File: src/rtl/slink_fifo_rd_stream.sv
// slink_fifo_rd_stream
//   Read-side adapter that sits directly on the async FIFO read port, in the
//   read clock domain. It turns the FIFO's combinational rempty/rinc/rdata
//   interface into a registered valid/ready stream. A two-entry skid buffer
//   (head + tail) keeps throughput at one word per cycle while out_data
//   comes straight from a register.
//
// Ports
//   clk          read-domain clock (same as FIFO read side)
//   reset        synchronous, active-high reset
//   enable       1: new FIFO pops allowed; 0: no pops, buffer still drains
//   flush        single-cycle pulse, discards all buffered words
//   fifo_rempty  FIFO empty flag
//   fifo_rdata   FIFO head word, valid whenever fifo_rempty=0
//   fifo_rinc    FIFO pop strobe
//   out_valid    stream word available
//   out_ready    downstream accepts the word
//   out_data     stream word (registered head entry)
//   buf_count    number of buffered words (0..2)
//   idle         buffer empty and FIFO empty
//   word_cnt     (only with SLINK_FIFO_RD_STREAM_CNT_EN) saturating count of
//                delivered words, cleared by reset and flush
//
// Optional feature macro: SLINK_FIFO_RD_STREAM_CNT_EN

module slink_fifo_rd_stream #(
  parameter int DATA_SIZE = 40
) (
  input  logic                 clk,
  input  logic                 reset,
  input  logic                 enable,
  input  logic                 flush,
  input  logic                 fifo_rempty,
  input  logic [DATA_SIZE-1:0] fifo_rdata,
  output logic                 fifo_rinc,
  output logic                 out_valid,
  input  logic                 out_ready,
  output logic [DATA_SIZE-1:0] out_data,
  output logic [1:0]           buf_count,
  output logic                 idle
`ifdef SLINK_FIFO_RD_STREAM_CNT_EN
  ,
  output logic [15:0]          word_cnt
`endif
);

  logic [DATA_SIZE-1:0] head_p0;
  logic [DATA_SIZE-1:0] tail_p0;
  logic [1:0]           count_p0;
  logic                 push;
  logic                 take;

  // Pop decision uses only registered state and inputs; there is deliberately
  // no path from out_ready, so the FIFO read side never waits on downstream.
  assign fifo_rinc = ~reset & ~flush & enable & ~fifo_rempty & (count_p0 != 2'd2);
  assign push      = fifo_rinc;
  assign out_valid = (count_p0 != 2'd0);
  assign take      = out_valid & out_ready;
  assign out_data  = head_p0;
  assign buf_count = count_p0;
  assign idle      = (count_p0 == 2'd0) & fifo_rempty;

  // ---- Stage p0: skid buffer (head/tail entries + occupancy) ----
  always_ff @(posedge clk) begin
    if (reset) begin
      count_p0 <= 2'd0;
      head_p0  <= '0;
      tail_p0  <= '0;
    end else if (flush) begin
      // Entries keep stale contents; only occupancy matters.
      count_p0 <= 2'd0;
    end else begin
      case (count_p0)
        2'd0: begin
          if (push) begin
            head_p0  <= fifo_rdata;
            count_p0 <= 2'd1;
          end
        end
        2'd1: begin
          case ({push, take})
            2'b10: begin
              tail_p0  <= fifo_rdata;
              count_p0 <= 2'd2;
            end
            2'b01: count_p0 <= 2'd0;
            // Head leaves and the new word replaces it in the same edge.
            2'b11: head_p0 <= fifo_rdata;
            default: ;
          endcase
        end
        2'd2: begin
          // push cannot occur here: fifo_rinc is gated at count 2.
          if (take) begin
            head_p0  <= tail_p0;
            count_p0 <= 2'd1;
          end
        end
        default: count_p0 <= 2'd0;
      endcase
    end
  end

`ifdef SLINK_FIFO_RD_STREAM_CNT_EN
  function automatic logic [15:0] sat_inc(input logic [15:0] v);
    return (v == 16'hFFFF) ? v : v + 16'd1;
  endfunction

  logic [15:0] word_cnt_p0;

  // ---- Stage p0: delivered-word counter ----
  always_ff @(posedge clk) begin
    if (reset || flush) begin
      word_cnt_p0 <= 16'd0;
    end else if (take) begin
      word_cnt_p0 <= sat_inc(word_cnt_p0);
    end
  end

  assign word_cnt = word_cnt_p0;
`endif

endmodule

File: config.mk
export PLATFORM = sky130hd
export DESIGN_NAME = slink_fifo_rd_stream
export DESIGN_NICKNAME = d
export VERILOG_FILES = /design/src/rtl/slink_fifo_rd_stream.sv
export SDC_FILE = /design/constraint.sdc
export NUM_CORES = 1
export LEC_CHECK = 0
export BUFFER_PORTS_ARGS = -buffer_cell sky130_fd_sc_hd__buf_4
export CAP_MARGIN = 10
export CORE_MARGIN = 2
export CORE_UTILIZATION = 53
export CTS_BUF_LIST = sky130_fd_sc_hd__clkbuf_4 sky130_fd_sc_hd__clkbuf_8
export DETAILED_ROUTE_END_ITERATION = 16
export HOLD_SLACK_MARGIN = 0.03
export PLACE_DENSITY = 0.85
export REMOVE_ABC_BUFFERS = 1
export SETUP_SLACK_MARGIN = 0.1
export SLEW_MARGIN = 5
export SYNTH_ARGS = -nofsm -noshare
export SYNTH_HDL_FRONTEND = slang
export SYNTH_SLANG_ARGS = --single-unit
File: constraint.sdc
create_clock -name clk -period 3.1 [get_ports clk]
set_clock_uncertainty 0.15 [all_clocks]
set_input_delay 0.62 -clock clk [delete_from_list [all_inputs] [get_ports clk]]
set_output_delay 0.62 -clock clk [all_outputs]
set_load 0.02 [all_outputs]
# == After elaboration in Yosys (flattened, before gate mapping) ==
# Cells that the tools add are included.
# word_totals
output_inout_bits,45
register_bits,82
input_bits,46
word_cells,37
# op_classes
n_bitwise,9
n_eq_ne,10
n_mux,8
reduce_logical,7
# ops
op,count
40-bit two-way mux,3
40-bit case mux with 3 select lines,1
1-bit bitwise AND,6
2-bit == test (second input constant),3
2-bit != test (second input constant),3
2-bit case mux with 3 select lines,1
3-bit AND reduction,2
5-bit AND reduction,1
2-bit by 1-bit == test with 1-bit output (second input constant),2
2-bit two-way mux,2
2-bit case mux with 2 select lines,1
3-bit != test (second input constant),1
1-bit NOT,3
3-bit nonzero test,1
2-bit logical NOT,1
2-bit by 1-bit != test with 1-bit output (second input constant),1
2-bit nonzero test,1
2-bit OR reduction,1

# == Logic depth before layout (Yosys ltp) ==
# Gate-level depths: netlist of run 1.
# logic_depth
ltp_word,8
depth_mapped,11
depth_no_buf,7

# == Worst setup path before layout of run 1 ==
# OpenSTA, ideal clock, no wires.
# synth_path
path_kind,in2reg
startpoint,input flush
endpoint,register head_p0[23] (netlist: out_data[23])
required_ns,2.864
setup_slack_ns,0.379
path_buffers,2
path_stages,9
setup_time_ns,0.086
t_arrival_ns,2.486
cell_sequence,nor4b_4 -> buf_2 -> nand2_1 -> inv_1 -> ha_1 -> nor4bb_4 -> clkbuf_1 -> a2111oi_0 -> a211oi_1
# synth_via
elab_chain_cells,8
elab_cells_between_ends,9
cone_classes,eq/ne: 3; bitwise: 5; reduce/logical: 1
# synth_lines
item,line,text
"start, declared",32,"input logic flush,"
1-bit NOT (no line) (*),n/a,
1-bit bitwise AND (*) (4 in series),55,assign fifo_rinc = ~reset & ~flush & enable & ~fifo_rempty & (count_p0 != 2'd2);
named net fifo_rinc,35,"output logic fifo_rinc,"
2-bit == test,81,"case ({push, take})"
2-bit by 1-bit != test with 1-bit output (no line),n/a,
5-bit AND reduction (no line) (*),n/a,
"end signal, assigned",76,head_p0 <= fifo_rdata;
"end signal, assigned",88,2'b11: head_p0 <= fifo_rdata;
"end signal, assigned",95,head_p0 <= tail_p0;
"end, declared",47,logic [DATA_SIZE-1:0] head_p0;
# Mark *: on every way through the listed nets, which the timed path passes. The rest lies on a longest branch.
# A chain may end at the register's enable or synchronous reset.

# == Worst setup path after layout of run 1 ==
# layout_path
startpoint,register count_p0[1] (netlist: buf_count[1])
endpoint,output idle
# layout_via
elab_chain_cells,2
# layout_lines
item,line,text
"start, declared",49,logic [1:0] count_p0;
"start signal, assigned",66,count_p0 <= 2'd0;
"start signal, assigned",71,count_p0 <= 2'd0;
"start signal, assigned",77,count_p0 <= 2'd1;
2-bit logical NOT,61,assign idle = (count_p0 == 2'd0) & fifo_rempty;
1-bit bitwise AND,61,
"end, declared",40,output logic idle
# Every way passes these cells.

==> results of run 1 <==
## per-layer routing
layer	track usage	share of wire	up-vias
met1	0.2898	0.42	1534
li1	-	-	1590
met3	0.04171	0.063	17
met4	0.1189	0.021	0
met2	0.4039	0.49	114
met5	0	0	-
## worst max path at each step
stage / end / slack, ns / cells past startpoint
2_1_floorplan: out_data[0] / -1.81 / 7
3_3_place_gp: out_data[8] / 0.51 / 9
3_5_place_dp: out_data[7] / 0.35 / 9
4_1_cts: out_data[7] / 0.62 / 8
5_1_grt: out_data[37] / 0.47 / 8
6_report: idle / 0.66 / 4
## cell usage in the layout, fill, tap and decap left out
master and instances:
buf_4 99, nand2_1 82, dfxtp_1 82, mux2i_1 40, a211oi_1 40, a21oi_1 40
a2111oi_0 39, clkbuf_8 9, bufinv_16 4, inv_1 3, ha_1 3, nor4bb_4 2
buf_12 2, nand2b_2 1, nor4b_4 1, nor2_4 1, nor2b_1 1, and2_1 1
a211o_1 1, and4bb_2 1, nand4bb_2 1, or3b_2 1, a21o_1 1, nand3b_1 1
a2111oi_1 1, a211oi_2 1, nand2b_1 1, o32a_1 1, nor3_1 1, clkinv_4 1
clkinvlp_4 1, clkinv_2 1
## layout make-up
class | instances | area share
multi-input cells | 262 | 0.3911
flip-flops and latches | 82 | 0.3568
repair buffers | 101 | 0.1702
clock inverters | 7 | 0.03073
clock buffers | 9 | 0.02692
well taps | 80 | 0.02176
inverters | 3 | 0.002448
## cells by family after synthesis
family,share of synthesized area
and+or+nand+nor,0.1250
DFF,0.4479
buffers and inverters,0.06453
adders and majority gates,0.01024
AOI/OAI and AO/OA,0.2431
muxes,0.1093
## worst reg2reg max path, cell delays in order, from the launching register on
cell and delay [ns]:
dfxtp_1 0.61, nand2b_2 0.22, nand2_1 0.07, inv_1 0.11, ha_1 0.16, nor4bb_4 0.33, buf_4 0.30, a2111oi_0 0.11
a211oi_1 0.27
## through the flow
| step | setup WS (ns) | hold slack (ns) | cells |
|---|---|---|---|
| after floorplan | -1.813 | 0.2796 | 347 |
| after global placement | 0.5107 | 0.2905 | 528 |
| after detailed placement | 0.3509 | 0.2958 | 528 |
| after CTS | 0.6246 | 0.3070 | 544 |
| after global routing | 0.4659 | 0.3266 | 544 |
| final | 0.6576 | 0.3057 | 544 |
## sequential cells by signal, summed over array words and instances (netlist names)
signal / count
tail_p0: 40
buf_count: 2
out_data: 40
## report_power, final
| group | switching (mW) | leakage (nW) | internal, mW |
|---|---|---|---|
| clock network | 0.384 | 0.129 | 0.616 |
| registers | 0.0132 | 0.663 | 1.07 |
| logic | 0.108 | 1.21 | 0.0980 |
| total | 0.505 | 2.00 | 1.79 |
==> metrics, run 1 <==
die height 87.16 um; share of layout cells above drive strength 1 0.2716; hold buffer count at cts 0; CP top delay family flip-flops; Synth warnings 0; IR drop worst, VDD 0.3587 mV; area of the multi-input gates 0.001799 sq mm; crit path from buf_count[1]; final WL 8.918 mm; Worst Hold Depth 2; Final Hold Viols 0; routed len/inst 16.39 um; initial antenna violation count 0; R2R Path End out_data[7]; vias in the first global route 3070; Rows 30; Max Slew Vio Count 0; clk buf depth 2; crit end category output port; Gate Count Post-Synth 390; Yosys cell types 31; DRT antenna net count 0; cts repair resizes 0; DRC violations left 0; initial DRC count 218; Starting Density 0.5424; n_diodes 0; synth cell count leaders 82 x dfxtp_1, 82 x nand2_1, 40 x a211oi_1, 40 x a21oi_1, 40 x mux2i_1; post-DP HPWL roughly 5.4 mm; Clk Latency, worst-skew pair 0.35 ns; Bufs and invs on worst path 2; Post-synth ARST share 0; nets@finish 508; CP max FO 43; Relative slew margins 0.4274; Power Total 2.291 mW; Synth area leader dfxtp_1; ys flop type dfxtp_1; Hold Crit Start tail_p0[29]; outcome completed; fillers 567; Hold EP tail_p0[29]; critical path launch point type register; sequential cell area ~0.0016 sq mm; Congestion Overflow GR 0; GPL Wtd Cong around 0.78; Finished Cell Area between 0.004 and 0.005 sq mm; Cell Area, Placed around 0.0043 sq mm; syn avg cell area 9.397 sq um; largest net degree at the start of global routing 83; crit path time final approximately 2.4 ns; Crit path required time 2.33 ns; postcts setup bufs 0; core footprint about 0.0068 sq mm; Crit Path Category register to output port; synthesis-to-layout area growth 25.54%; Vias/cell between 5 and 6; Yosys reg bits 82; Worst Path Arrival 1.67 ns; Ports 91; register area share after synthesis 0.4479; Crit-path slowest cell dfxtp_1; Die Wd 87.16 um; leak pwr between 1.5 and 2 nW; CTS tree yes; Pwr Density approximately 500 mW/mm^2; routed vias 3255; number of port buffers 90; r2r worst-path depth 8; All-Layer GR Usage 0.2379; R2R Path Start buf_count[0]; Pre-antenna DRT Iters 4; setup TNS 0 ns; total CTS buffers 9; Setup-failing EPs final 0; Max Cap Viol 0; fmax 409.4 MHz; crit-path cells nor2_4 -> buf_4 -> and2_1 -> buf_4; # clock sinks 82; unrepaired setup endpoints after global routing no; global-route wire length before repair between 10 and 15 mm; CTS root buf clkbuf_8; worst min path class register to register; top post-synthesis cells by area dfxtp_1 45%, mux2i_1 11%, a2111oi_0 9.3%; Worst-Margin Slew 0.8589 ns; slowest stage delay, CP about 0.6 ns; Tcrit/Tclk final 0.7879; top-area cell type share of the netlist area 0.4479; R2R setup slack 0.67 ns; Post-synth EDFFs 0; Util after Layout 0.6809; Clock Pin Slew Worst Setup and Hold Paths 0.09 ns; Post-Synthesis Cell Area 0.003665 sq mm; H-tree levels 3; Die Area 0.007596 sq mm; CP most frequent cell buf_4
No activity file was read; power rests on OpenSTA's default activity.
==> run 2: changes to the inputs <==
--- a/config.mk
+++ b/config.mk
@@ -8,7 +8,7 @@
 export BUFFER_PORTS_ARGS = -buffer_cell sky130_fd_sc_hd__buf_4
 export CAP_MARGIN = 10
 export CORE_MARGIN = 2
-export CORE_UTILIZATION = 53
+export CORE_UTILIZATION = 50
 export CTS_BUF_LIST = sky130_fd_sc_hd__clkbuf_4 sky130_fd_sc_hd__clkbuf_8
 export DETAILED_ROUTE_END_ITERATION = 16
 export HOLD_SLACK_MARGIN = 0.03
==> constraint.sdc (replaced) <==
create_clock -name clk -period 2 [get_ports clk]
set_clock_uncertainty 0.15 [all_clocks]
set_input_delay 0.4 -clock clk [delete_from_list [all_inputs] [get_ports clk]]
set_output_delay 0.4 -clock clk [all_outputs]
set_load 0.02 [all_outputs]
==> metrics, run 2 (same netlist as run 1, synthesis figures left out) <==
leak pwr roughly 2.5 nW; Bufs and invs on worst path 4; Finished Cell Area 0.005897 sq mm; Final Hold Viols 0; n_diodes 0; Pwr Density 606.7 mW/mm^2; total CTS buffers 9; Die Wd approximately 90 um; die height around 90 um; Die Area between 0.008 and 0.009 sq mm; synthesis-to-layout area growth 60.91%; fmax 444.9 MHz; core footprint 0.007176 sq mm; Power Total 3.578 mW; fillers between 300 and 400; crit-path cells buf_6 -> nor4b_4 -> nand2_2 -> inv_2 -> ha_4 -> nor4bb_4 -> buf_6 -> buf_12 -> a2111oi_4 -> a211oi_1; Crit-path slowest cell nor4bb_4; outcome complete, but fails checks; crit path time final approximately 2.2 ns; WHS roughly 0.14 ns; share of layout cells above drive strength 1 0.4510; Tcrit/Tclk final 1.124; Ports 91; DRT antenna net count 0; CP max FO 5; Clk Latency, worst-skew pair 0.36 ns; vias in the first global route 3846; CP top delay family simple AND/OR/NAND/NOR gates; DRC violations left 0; largest net degree at the start of global routing 83; post-DP HPWL 5.928 mm; H-tree levels 3; setup TNS -7.845 ns; IR drop worst, VDD approximately 0.44 mV; Max Cap Viol 0; Worst-Margin Slew 0.9889 ns; number of port buffers 90; Vias/cell approximately 6.7; Crit Path Category input pin to register; Relative slew margins 0.3408; CTS root buf clkbuf_8; initial antenna violation count 0; Non-Filler Instances 609; Pre-antenna DRT Iters 5; CTS tree yes; failing checks negative setup slack; routed vias 4067; sequential cell area around 0.0016 sq mm; initial DRC count 546; Max Slew Vio Count 0; most common cell after layout, fill and taps aside buf_4; most frequent cells in the layout 112 x buf_4, 80 x dfxtp_1, 79 x nand2_1, 40 x mux2i_1, 38 x a21oi_1; Clock Pin Slew Worst Setup and Hold Paths 0.09 ns; Congestion Overflow GR 0; Starting Density 0.5107; Cell Area, Placed around 0.0045 sq mm; routed len/inst 25.37 um; All-Layer GR Usage 0.3457; GPL Wtd Cong 0.7358; Cells after DPL 558; critical path launch point type input pin; Rows 31; global-route wire length before repair 20.51 mm; area of the multi-input gates 0.002369 sq mm; Worst Path Arrival 2.34 ns; CP most frequent cell buf_6; nets@finish 554; slowest stage delay, CP about 0.36 ns; Crit path required time 2.09 ns; # clock sinks ~80; min setup slack post-route -0.2478 ns; clk buf depth 2; Setup-failing EPs final 74; worst min path class input pin to register; final WL 15.45 mm; unrepaired setup endpoints after global routing yes; crit end category register
==> run 2: changes by cell type in the layout (fill, tap and decap cells not counted), sizes merged <==
| cell | delta |
|---|---|
| clkbuf | +5 |
| buf | +40 |
| bufbuf | +3 |
| bufinv | -2 |
==> run 2: final cells by class <==
type	count	share of cell area
multi-input cells	262	0.4017
clock buffers	11	0.02461
repair buffers	147	0.2580
well taps	99	0.02101
flip-flops and latches	82	0.2792
inverters	3	0.002334
clock inverters	5	0.01316
==> run 2: path summary, 6_finish.rpt <==
| path | to | cells past startpoint | slack, ns | start |
|---|---|---|---|---|
| max | out_data[30] | 10 | -0.25 | reset |
| min | tail_p0[18] | 3 | 0.14 | fifo_rdata[18] |
| max reg2reg | out_data[30] | 9 | -0.23 | buf_count[0] |
| min reg2reg | tail_p0[34] | 2 | 0.31 | tail_p0[34] |
==> run 2: tightest hold or removal path, stage by stage <==
cell and delay, ns:
buf_4 0.11, nand2_1 0.05, a21oi_1 0.05
==> run 2: where the power goes <==
group / total, mW / switching [mW] / internal, mW
Clock: 1.40 / 0.647 / 0.748
Sequential: 1.69 / 0.0317 / 1.66
Combinational: 0.490 / 0.244 / 0.245
==> run 2: per-layer routing <==
layer | track usage | vias up | share of wire | wire [um]
met2 | 0.5702 | 346 | 0.47 | 7286
met3 | 0.06216 | 116 | 0.098 | 1518
li1 | - | 1693 | - | -
met1 | 0.4174 | 1912 | 0.37 | 5663
met5 | 0 | - | 0 | 0
met4 | 0.2130 | 0 | 0.064 | 984
==> run 2: what timing repair did <==
item / 4_1_cts / 5_1_grt
setup endpoints to repair: 82 / 85
cloned: 11 / 2
pin swaps: 45 / 17
resized for setup: 119 / 31
buffers inserted: 20 / 3
hold buffers: 0 / 0
==> run 2: metrics by stage <==
stage	setup slack, ns	util
2_1_floorplan	-2.913	-
3_3_place_gp	-0.2881	0.6208
3_5_place_dp	-0.4451	0.6208
4_1_cts	-0.01809	0.7976
5_1_grt	-0.2775	0.8218
6_report	-0.2478	0.8218
